## config.mk

```make
export PLATFORM = sky130hd
export DESIGN_NAME = irq_pending_latch
export DESIGN_NICKNAME = d
export VERILOG_FILES = /design/src/rtl/irq_pending_latch.sv
export SDC_FILE = /design/constraint.sdc
export NUM_CORES = 1
export LEC_CHECK = 0
export BUFFER_PORTS_ARGS = -buffer_cell sky130_fd_sc_hd__buf_2
export CORE_AREA = 2 2 39 41
export CTS_CLUSTER_SIZE = 40
export DETAILED_ROUTE_END_ITERATION = 8
export DIE_AREA = 0 0 41 43
export PLACE_DENSITY = 0.66
export RECOVER_POWER = 50
export SLEW_MARGIN = 10
export SYNTH_ARGS = -nofsm -noshare
export SYNTH_HDL_FRONTEND = slang
export SYNTH_SLANG_ARGS = --single-unit
```

## constraint.sdc

```tcl
create_clock -name clk -period 2.86 [get_ports clk]
set_input_delay 0 -clock clk [delete_from_list [all_inputs] [get_ports clk]]
set_output_delay 0 -clock clk [all_outputs]
set_load 0.01 [all_outputs]
```

## src/rtl/irq_pending_latch.sv

```systemverilog
// irq_pending_latch
//   Latches rising edges on raw request lines into a pending vector that
//   stays set until acknowledged by index. The masked pending vector feeds
//   the X input of the downstream priority encoder, and that encoder's Y
//   output returns here as ack_id. Overflow flags mark lines that rose
//   again while their previous event was still pending.
//
//   Optional feature macro: IRQ_SYNC_EN
//     defined   - 2-flop synchronizer per line ahead of the edge detector;
//                 req_in may be asynchronous; request latency 3 cycles.
//     undefined - req_in feeds the edge detector directly and must be
//                 synchronous to clk; request latency 1 cycle.
//
//   Acknowledge handshake: ack is a single-cycle strobe with no ready
//   return path. Every ack cycle clears exactly the bit named by ack_id.
//   Acking a bit that is not pending is harmless. When a new edge and a
//   clear hit the same bit in one cycle, the set wins and the new event
//   is kept.
module irq_pending_latch #(
  parameter int ID_W = 2,
  localparam int N = 2**ID_W
) (
  input  logic            clk,
  input  logic            rst_n,
  input  logic [N-1:0]    req_in,
  input  logic [N-1:0]    mask,
  output logic [N-1:0]    pend_out,
  output logic            irq,
  input  logic            ack,
  input  logic [ID_W-1:0] ack_id,
  output logic [N-1:0]    ovf,
  input  logic            ovf_clr
);

  logic [N-1:0] req_s;
  logic [N-1:0] req_prev;
  logic [N-1:0] rise;
  logic [N-1:0] clr;
  logic [N-1:0] pending;

`ifdef IRQ_SYNC_EN
  logic [N-1:0] sync_q1;
  logic [N-1:0] sync_q2;

  // Two-stage synchronizer; resets to ones so a line held high through
  // reset is not seen as a fresh rise.
  always_ff @(posedge clk or negedge rst_n) begin
    if (!rst_n) begin
      sync_q1 <= '1;
      sync_q2 <= '1;
    end else begin
      sync_q1 <= req_in;
      sync_q2 <= sync_q1;
    end
  end

  assign req_s = sync_q2;
`else
  assign req_s = req_in;
`endif

  // Previous-cycle copy of the detector input; ones at reset so that a
  // line must go low and then high again before it produces an event.
  always_ff @(posedge clk or negedge rst_n) begin
    if (!rst_n) begin
      req_prev <= '1;
    end else begin
      req_prev <= req_s;
    end
  end

  assign rise = req_s & ~req_prev;

  // One-hot clear decode of the acknowledged index.
  always_comb begin
    clr = '0;
    for (int i = 0; i < N; i++) begin
      clr[i] = ack && (ack_id == ID_W'(i));
    end
  end

  // Pending vector: a rise sets the bit, an ack clears it, set wins.
  always_ff @(posedge clk or negedge rst_n) begin
    if (!rst_n) begin
      pending <= '0;
    end else begin
      pending <= (pending & ~clr) | rise;
    end
  end

  // Sticky overflow: a rise on a bit that remains pending. A new set
  // wins over ovf_clr in the same cycle.
  always_ff @(posedge clk or negedge rst_n) begin
    if (!rst_n) begin
      ovf <= '0;
    end else begin
      ovf <= (ovf & ~{N{ovf_clr}}) | (rise & pending & ~clr);
    end
  end

  // Mask only gates the outputs; latched state is unaffected.
  assign pend_out = pending & mask;
  assign irq      = |pend_out;

endmodule

```

# --- Yosys cells after proc, flatten, opt, wreduce, memory -nomap -nowiden ---
# Index checks and enable logic that the tools add are counted.
# W data, S select, Z words.
word_totals:
  regBits: 12
  inputBits: 14
  output_inout_bits: 9
  word_cells: 23
op_classes:
  eq_ne: 3
  n_bitwise: 11
  reduce_logical: 6
ops:
  columns: ["operator", "count"]
  rows:
  - ["$and A4 B4 Y4", 6]
  - ["$not A4 Y4", 3]
  - ["$or A4 B4 Y4", 2]
  - ["$eq A2 B2 Y1 const B", 2]
  - ["$logic_and A1 B1 Y1", 4]
  - ["$reduce_or A4 Y1", 1]
  - ["$eq A2 B1 Y1 const B", 1]
  - ["$logic_not A2 Y1", 1]

# --- Depth between registers and ports, before layout ---
# Gate-level depths: netlist of the first run.
logic_depth:
  depth_word: 5
  mapped_depth: 2
  ltp_nobuf: 2

# --- Worst setup path after synthesis of the first run ---
# No wires, ideal clock.
synth_timing:
  kind: "reg2out"
  start: "register pending[2]"
  end: "output port irq"
  arrival_ps: 1058
  t_required_ps: 2860
  slack_ps: 1802
  path_stages_with_launch: 3
  n_path_buf: 0
  path_cell_list: "dfrtp_1 > and2_4 > or4_4"
synth_via:
  elab_chain_len: 2
synth_lines:
  columns: ["item", "line_no", "source"]
  rows:
  - ["from (decl)", "39", "logic [N-1:0] pending;"]
  - ["from (signal assigned)", "87", "pending <= (pending & ~clr) | rise;"]
  - ["$and A4 B4 Y4", "102", "assign pend_out = pending & mask;"]
  - ["named net pend_out[2]", "27", "output logic [N-1:0] pend_out,"]
  - ["$reduce_or A4 Y1", "103", "assign irq = |pend_out;"]
  - ["to (decl)", "28", "output logic irq,"]
# The timed path passes the listed nets, and every way through them passes these cells.

# --- Final worst setup path of the first run ---
layout_timing:
  start: "register pending[2]"
  end: "output port irq"
layout_via:
  elab_chain_len: 2
layout_lines:
  columns: ["item", "line_no"]
  rows:
  - ["$and A4 B4 Y4", "102"]
  - ["$reduce_or A4 Y1", "103"]
# No other way between the ends.

==> flow_summary.yaml, run 1 <==
synth:
  synthesis.area_um2: 490
  synthCells: 41
  yosysWarnings: 0
  avgSynthCellArea_um2: 12.0
  seq_area_frac_synth_pct: 62.2
  synth_fp_nets: 55
  synth.ff_latch_count: 12
  netlist-cell-type-count: 12
status:
  status: "finished, final reports clean"
detailed_routing:
  viasPerCell: 4.76
  wl_per_cell_um: 10.7
  ant_nets: 0
  route.detailed.drc: 0
  vias: 419
  drtPass1Iterations: 4
  drt_wl_total_um: 941
  drt_iter0_markers: 1
global_routing:
  antenna_found_initial: 0
  grt_pass1_vias: 374
  grtUsageTotal_pct: 13.2
  grt_pass1_wl_um: 1490
  grt_overflow: 0
  grt_max_degree: 13
power:
  p_comb_share_pct: 16.6
  p_per_area_mw_per_mm2: 563
  finalPower_mw: 0.395
  swShare_pct: 24.5
  peakVddDrop_mv: 0.288
  pwr-share-clk_pct: 34.1
  p_switching_mw: 0.0969
  p_leak_nw: 0.362
  seqPwrFrac_pct: 49.3
  intPower_mw: 0.298
timing:
  fmax_ghz: 0.675
  finalHoldViolCount: 0
  relSlewSlack_pct: 58.1
  rsz0062_at_grt: "no"
  fin_worst_skew_ps: 0.307
  maxSlewViolCount: 0
  setup_tns_ps: 0
  final.min_clock_period_ps: 1480
  worst_pin_slew_ps: 628
  fin_crit_sh_pct: 51.8
  setup_viol: 0
critical_path:
  rr_worst_depth: 2
  crit_path_end_kind: "output port"
  rrSetupSlack_ps: 1950
  crit_path_end: "irq"
  regToRegStartpoint: "pending[0]$_DFF_PN0_"
  start_kind: "flop"
  cp.arrival_ps: 1480
  critPathRequiredTime_ps: 2860
  crit_type: "flop to output port"
  timing.rr.end: "ovf[0]$_DFF_PN0_"
  critPathMaxFanout: 2
  crit_start: "pending[2]$_DFF_PN0_"
die:
  fp.coreArea_mm2: 0.00138
  die_w_um: 41
  dieArea_mm2: 0.00176
  initial_core_util_pct: 35.4
  num_rows: 14
  dieHeight_um: 43
  ios: 23
final_layout:
  finalNonFillerCells: 88
  layout_common_cells: "18 x buf_2, 8 x inv_1, 8 x dfrtp_1"
  diodes: 0
  final_area_um2: 702
  mostFrequentLayoutCell: "buf_2"
  drive_above_1_share_pct: 38.9
  fillers: 137
  syn_to_final_growth_pct: 43.1
  nets: 87
cts:
  cts_resized: 0
  clockBufferDepth: 2
  clock_sinks: 12
  numCtsBuffers: 3
  htree_levels: 1
  cts_setup_buffers: 0
  hold_buffers: 5
  cts_tree: "done"
  clk_pin_slew_ps: 80
  clockRootBuffer: "clkbuf_4"
  clock_latency_ps: 270
hold_path:
  hp-class: "primary input to flop"
placed_design:
  placed_area_um2: 621
  io_buffers: 22
  gp_congestion: 0.700
  place_inst: 79
run:
  drv_cap: 0
## cell type report
cell class / count / area, um2 / share of cell area (%)
Sequential cell: 12 / 305 / 43.5
Clock buffer: 4 / 36.3 / 5.17
Tap cell: 16 / 20.0 / 2.85
Multi-Input combinational cell: 21 / 155 / 22.1
Timing Repair Buffer: 27 / 155 / 22.1
Inverter: 8 / 30.0 / 4.28
## worst min path at each step
stage             from              endpoint  slack [ps]  cells after the start
2_1_floorplan    rst_n      ovf[0]$_DFF_PN0_        -300                      0
3_3_place_gp     rst_n      ovf[1]$_DFF_PN0_        -110                      1
3_5_place_dp     rst_n  pending[0]$_DFF_PN0_        -110                      1
4_1_cts        ovf_clr      ovf[1]$_DFF_PN0_          20                      3
5_1_grt        ovf_clr      ovf[1]$_DFF_PN0_          20                      3
6_report       ovf_clr      ovf[1]$_DFF_PN0_          20                      3
## flip-flops by register name (all words and copies together), names as in the netlist
| signal | cells |
|---|---|
| ovf | 4 |
| pending | 4 |
| req_prev | 4 |
## cell usage after synthesis
master / number / area share, %
or4_4: 1 / 2.3
and2_1: 3 / 3.8
dfrtp_1: 8 / 41
nor3b_1: 1 / 1.5
and3b_1: 2 / 3.6
and3_1: 1 / 1.3
o22ai_1: 4 / 5.1
and2_4: 1 / 1.8
o41ai_1: 4 / 7.1
nand2b_1: 4 / 5.1
inv_1: 8 / 6.1
dfstp_2: 4 / 21
## through the flow
step | utilization [%] | setup slack (ps) | hold WS, ps
3_3_place_gp | 44.8 | 1700 | -113
3_5_place_dp | 44.8 | 1670 | -107
2_1_floorplan | - | 1800 | -296
5_1_grt | 50.7 | 1310 | 19.9
6_report | 50.7 | 1380 | 20.1
4_1_cts | 51.1 | 1360 | 21.5
## critical path, cell delays in order, from the launching register on
cell     delay [ps]
dfrtp_1         390
and2_4          160
or4_4           510
buf_2           150
## kinds of logic (layout without fill, tap and decap cells)
kind of cell,after synthesis,in the layout,synth area share [%]
and+or+nand+nor,13,13,19.4
DFF,12,12,62.2
AOI/OAI and AO/OA,8,8,12.2
buffers and inverters,8,39,6.12
## power by group through the flow
stage	Sequential [mW]	Clock [mW]	Combinational, mW
3_3_place_gp	0.198	0	0.0609
6_report	0.195	0.135	0.0654
4_1_cts	0.195	0.139	0.0673
5_1_grt	0.197	0.148	0.0741
3_5_place_dp	0.199	0	0.0618
2_1_floorplan	0.200	0	0.0290
## layer usage
metal / share of wire [%] / routed length [um] / vias up / track usage (%)
li1: - / - / 205 / -
met1: 46 / 434 / 190 / 16.6
met2: 44 / 410 / 20 / 18.4
met3: 8.3 / 78 / 4 / 3.14
met4: 2.0 / 19 / 0 / 10.0
met5: 0 / 0 / - / 0
(Power assumes the default switching activity.)
==> run 2: changes to the inputs <==
==> constraint.sdc (replaced) <==
create_clock -name clk -period 1.4 [get_ports clk]
set_input_delay 0 -clock clk [delete_from_list [all_inputs] [get_ports clk]]
set_output_delay 0 -clock clk [all_outputs]
set_load 0.01 [all_outputs]
==> run 2 against run 1 <==
Against the previous run:
- the run now ends with setup timing left
- global-route usage grew 0.20 points
- die area did not move
- wire length increased by 1.5%
- largest cell class unchanged
- clock skew hardly changed
- first-iteration DRC count is the same
- critical path depth is the same
- combinational power is 130% higher
- sequential share of layout area fell by 1.6 points
- highest routed layer unchanged
- power grew 110%
- flip-flop and latch count stayed put
- non-clock buffer count up 2
- setup slack lost 1400 ps
==> flow_summary.yaml, run 2 (synthesis results as in run 1) <==
timing:
  worst_pin_slew_ps: 630
  maxSlewViolCount: 0
  finalHoldViolCount: 0
  relSlewSlack_pct: 58.0
  final.min_clock_period_ps: 1440
  hold_ws_ps: 20.2
  fin_worst_skew_ps: 0.231
  rsz0062_at_grt: "yes"
  fin_crit_sh_pct: 103
  fmax_ghz: 0.692
  setup_viol: 1
  finalWorstSetupSlack_ps: -44.8
final_layout:
  mostFrequentLayoutCell: "buf_2"
  drive_above_1_share_pct: 43.2
  nets: 89
  syn_to_final_growth_pct: 48.5
  top_regs: "ovf (4), pending (4), req_prev (4)"
  diodes: 0
  final_area_um2: 728
  layout_common_cells: "17 x buf_2, 8 x inv_1, 8 x dfrtp_1"
hold_path:
  hp-class: "primary input to flop"
  worstHoldStart: "ovf_clr"
power:
  p_leak_nw: 0.379
  p_per_area_mw_per_mm2: 1130
  pwr-share-clk_pct: 33.4
  p_switching_mw: 0.201
  seqPwrFrac_pct: 48.2
  swShare_pct: 24.4
  intPower_mw: 0.624
  peakVddDrop_mv: 0.592
  p_comb_share_pct: 18.4
  finalPower_mw: 0.826
global_routing:
  grt_overflow: 0
  grtUsageTotal_pct: 13.4
  grt_max_degree: 13
  grt_pass1_wl_um: 1510
  antenna_found_initial: 0
  grt_pass1_vias: 379
cts:
  cts_tree: "done"
  clk_pin_slew_ps: 80
  numCtsBuffers: 3
  clockRootBuffer: "clkbuf_4"
  clockBufferDepth: 2
  clock_latency_ps: 270
  htree_levels: 1
  clock_sinks: 12
critical_path:
  crit_path_end_kind: "output port"
  critPathMaxFanout: 2
  crit_start: "pending[3]$_DFF_PN0_"
  crit_type: "flop to output port"
  start_kind: "flop"
  rrSetupSlack_ps: 490
  critPathRequiredTime_ps: 1400
  cp.arrival_ps: 1440
  regToRegStartpoint: "pending[0]$_DFF_PN0_"
detailed_routing:
  wl_per_cell_um: 10.6
  viasPerCell: 4.76
  drt_iter0_markers: 1
  route.detailed.drc: 0
  vias: 428
  drtPass1Iterations: 4
  ant_nets: 0
  drt_wl_total_um: 955
die:
  num_rows: 14
  initial_core_util_pct: 35.4
  fp.coreArea_mm2: 0.00138
  dieHeight_um: 43
  dieArea_mm2: 0.00176
  ios: 23
  die_w_um: 41
placed_design:
  placed_area_um2: 621
  io_buffers: 22
  gp_congestion: 0.700
status:
  status: "finished, violations left"
  violations: "setup timing"
run:
  drv_cap: 0
[run 2: metal layers]
layer	global-route usage [%]	wire length (um)	vias to the layer above
met4	10.0	19	0
met3	3.14	82	4
met5	0	0	-
li1	-	-	210
met2	18.8	421	20
met1	16.9	432	194
[run 2: metrics by stage]
step / util, % / setup TNS, ps / worst slack [ps] / cells
final: 52.6 / -44.8 / -44.8 / 90
after global routing: 52.6 / -92.6 / -92.6 / 90
after CTS: 52.8 / -53.2 / -53.2 / 90
after detailed placement: 44.8 / 0 / 211 / 79
after global placement: 44.8 / 0 / 240 / 79
after floorplan: - / 0 / 342 / 41
[run 2: layout make-up]
type,instances,area [um2]
clock buffer,4,36.3
fill,135,656
inverter,8,30.0
multi-input combinational,21,160
sequential,12,305
tap,16,20.0
timing repair buffer,29,176
[run 2: power by group through the flow]
stage,registers (mW),clock network [mW],logic (mW)
finish,0.398,0.276,0.152
global placement,0.404,0,0.124
detailed placement,0.406,0,0.126
global route,0.402,0.303,0.170
floorplan,0.409,0,0.0592
CTS,0.399,0.284,0.153
[run 2: final timing paths]
check	endpoint	depth (start not counted)
setup / recovery	irq	3
hold / removal	ovf[1]$_DFF_PN0_	3
setup reg to reg	ovf[0]$_DFF_PN0_	2
hold reg to reg	ovf[1]$_DFF_PN0_	2
max in group asynchronous	ovf[2]$_DFF_PN0_	2
min in group asynchronous	pending[0]$_DFF_PN0_	2
[run 2: worst max-delay path: stages (launching register included)]
cell and delay, ps:
dfrtp_1 380, and2_4 140, or4_4 520, buf_6 130
[run 2: timing repair]
action                                  4_1_cts  5_1_grt
hold endpoints to repair                     18        0
endpoints found under the setup margin        1        1
gates resized for setup                       2        1
setup buffers                                 2        0
hold buffers                                  5        0
pin swaps                                     2        0
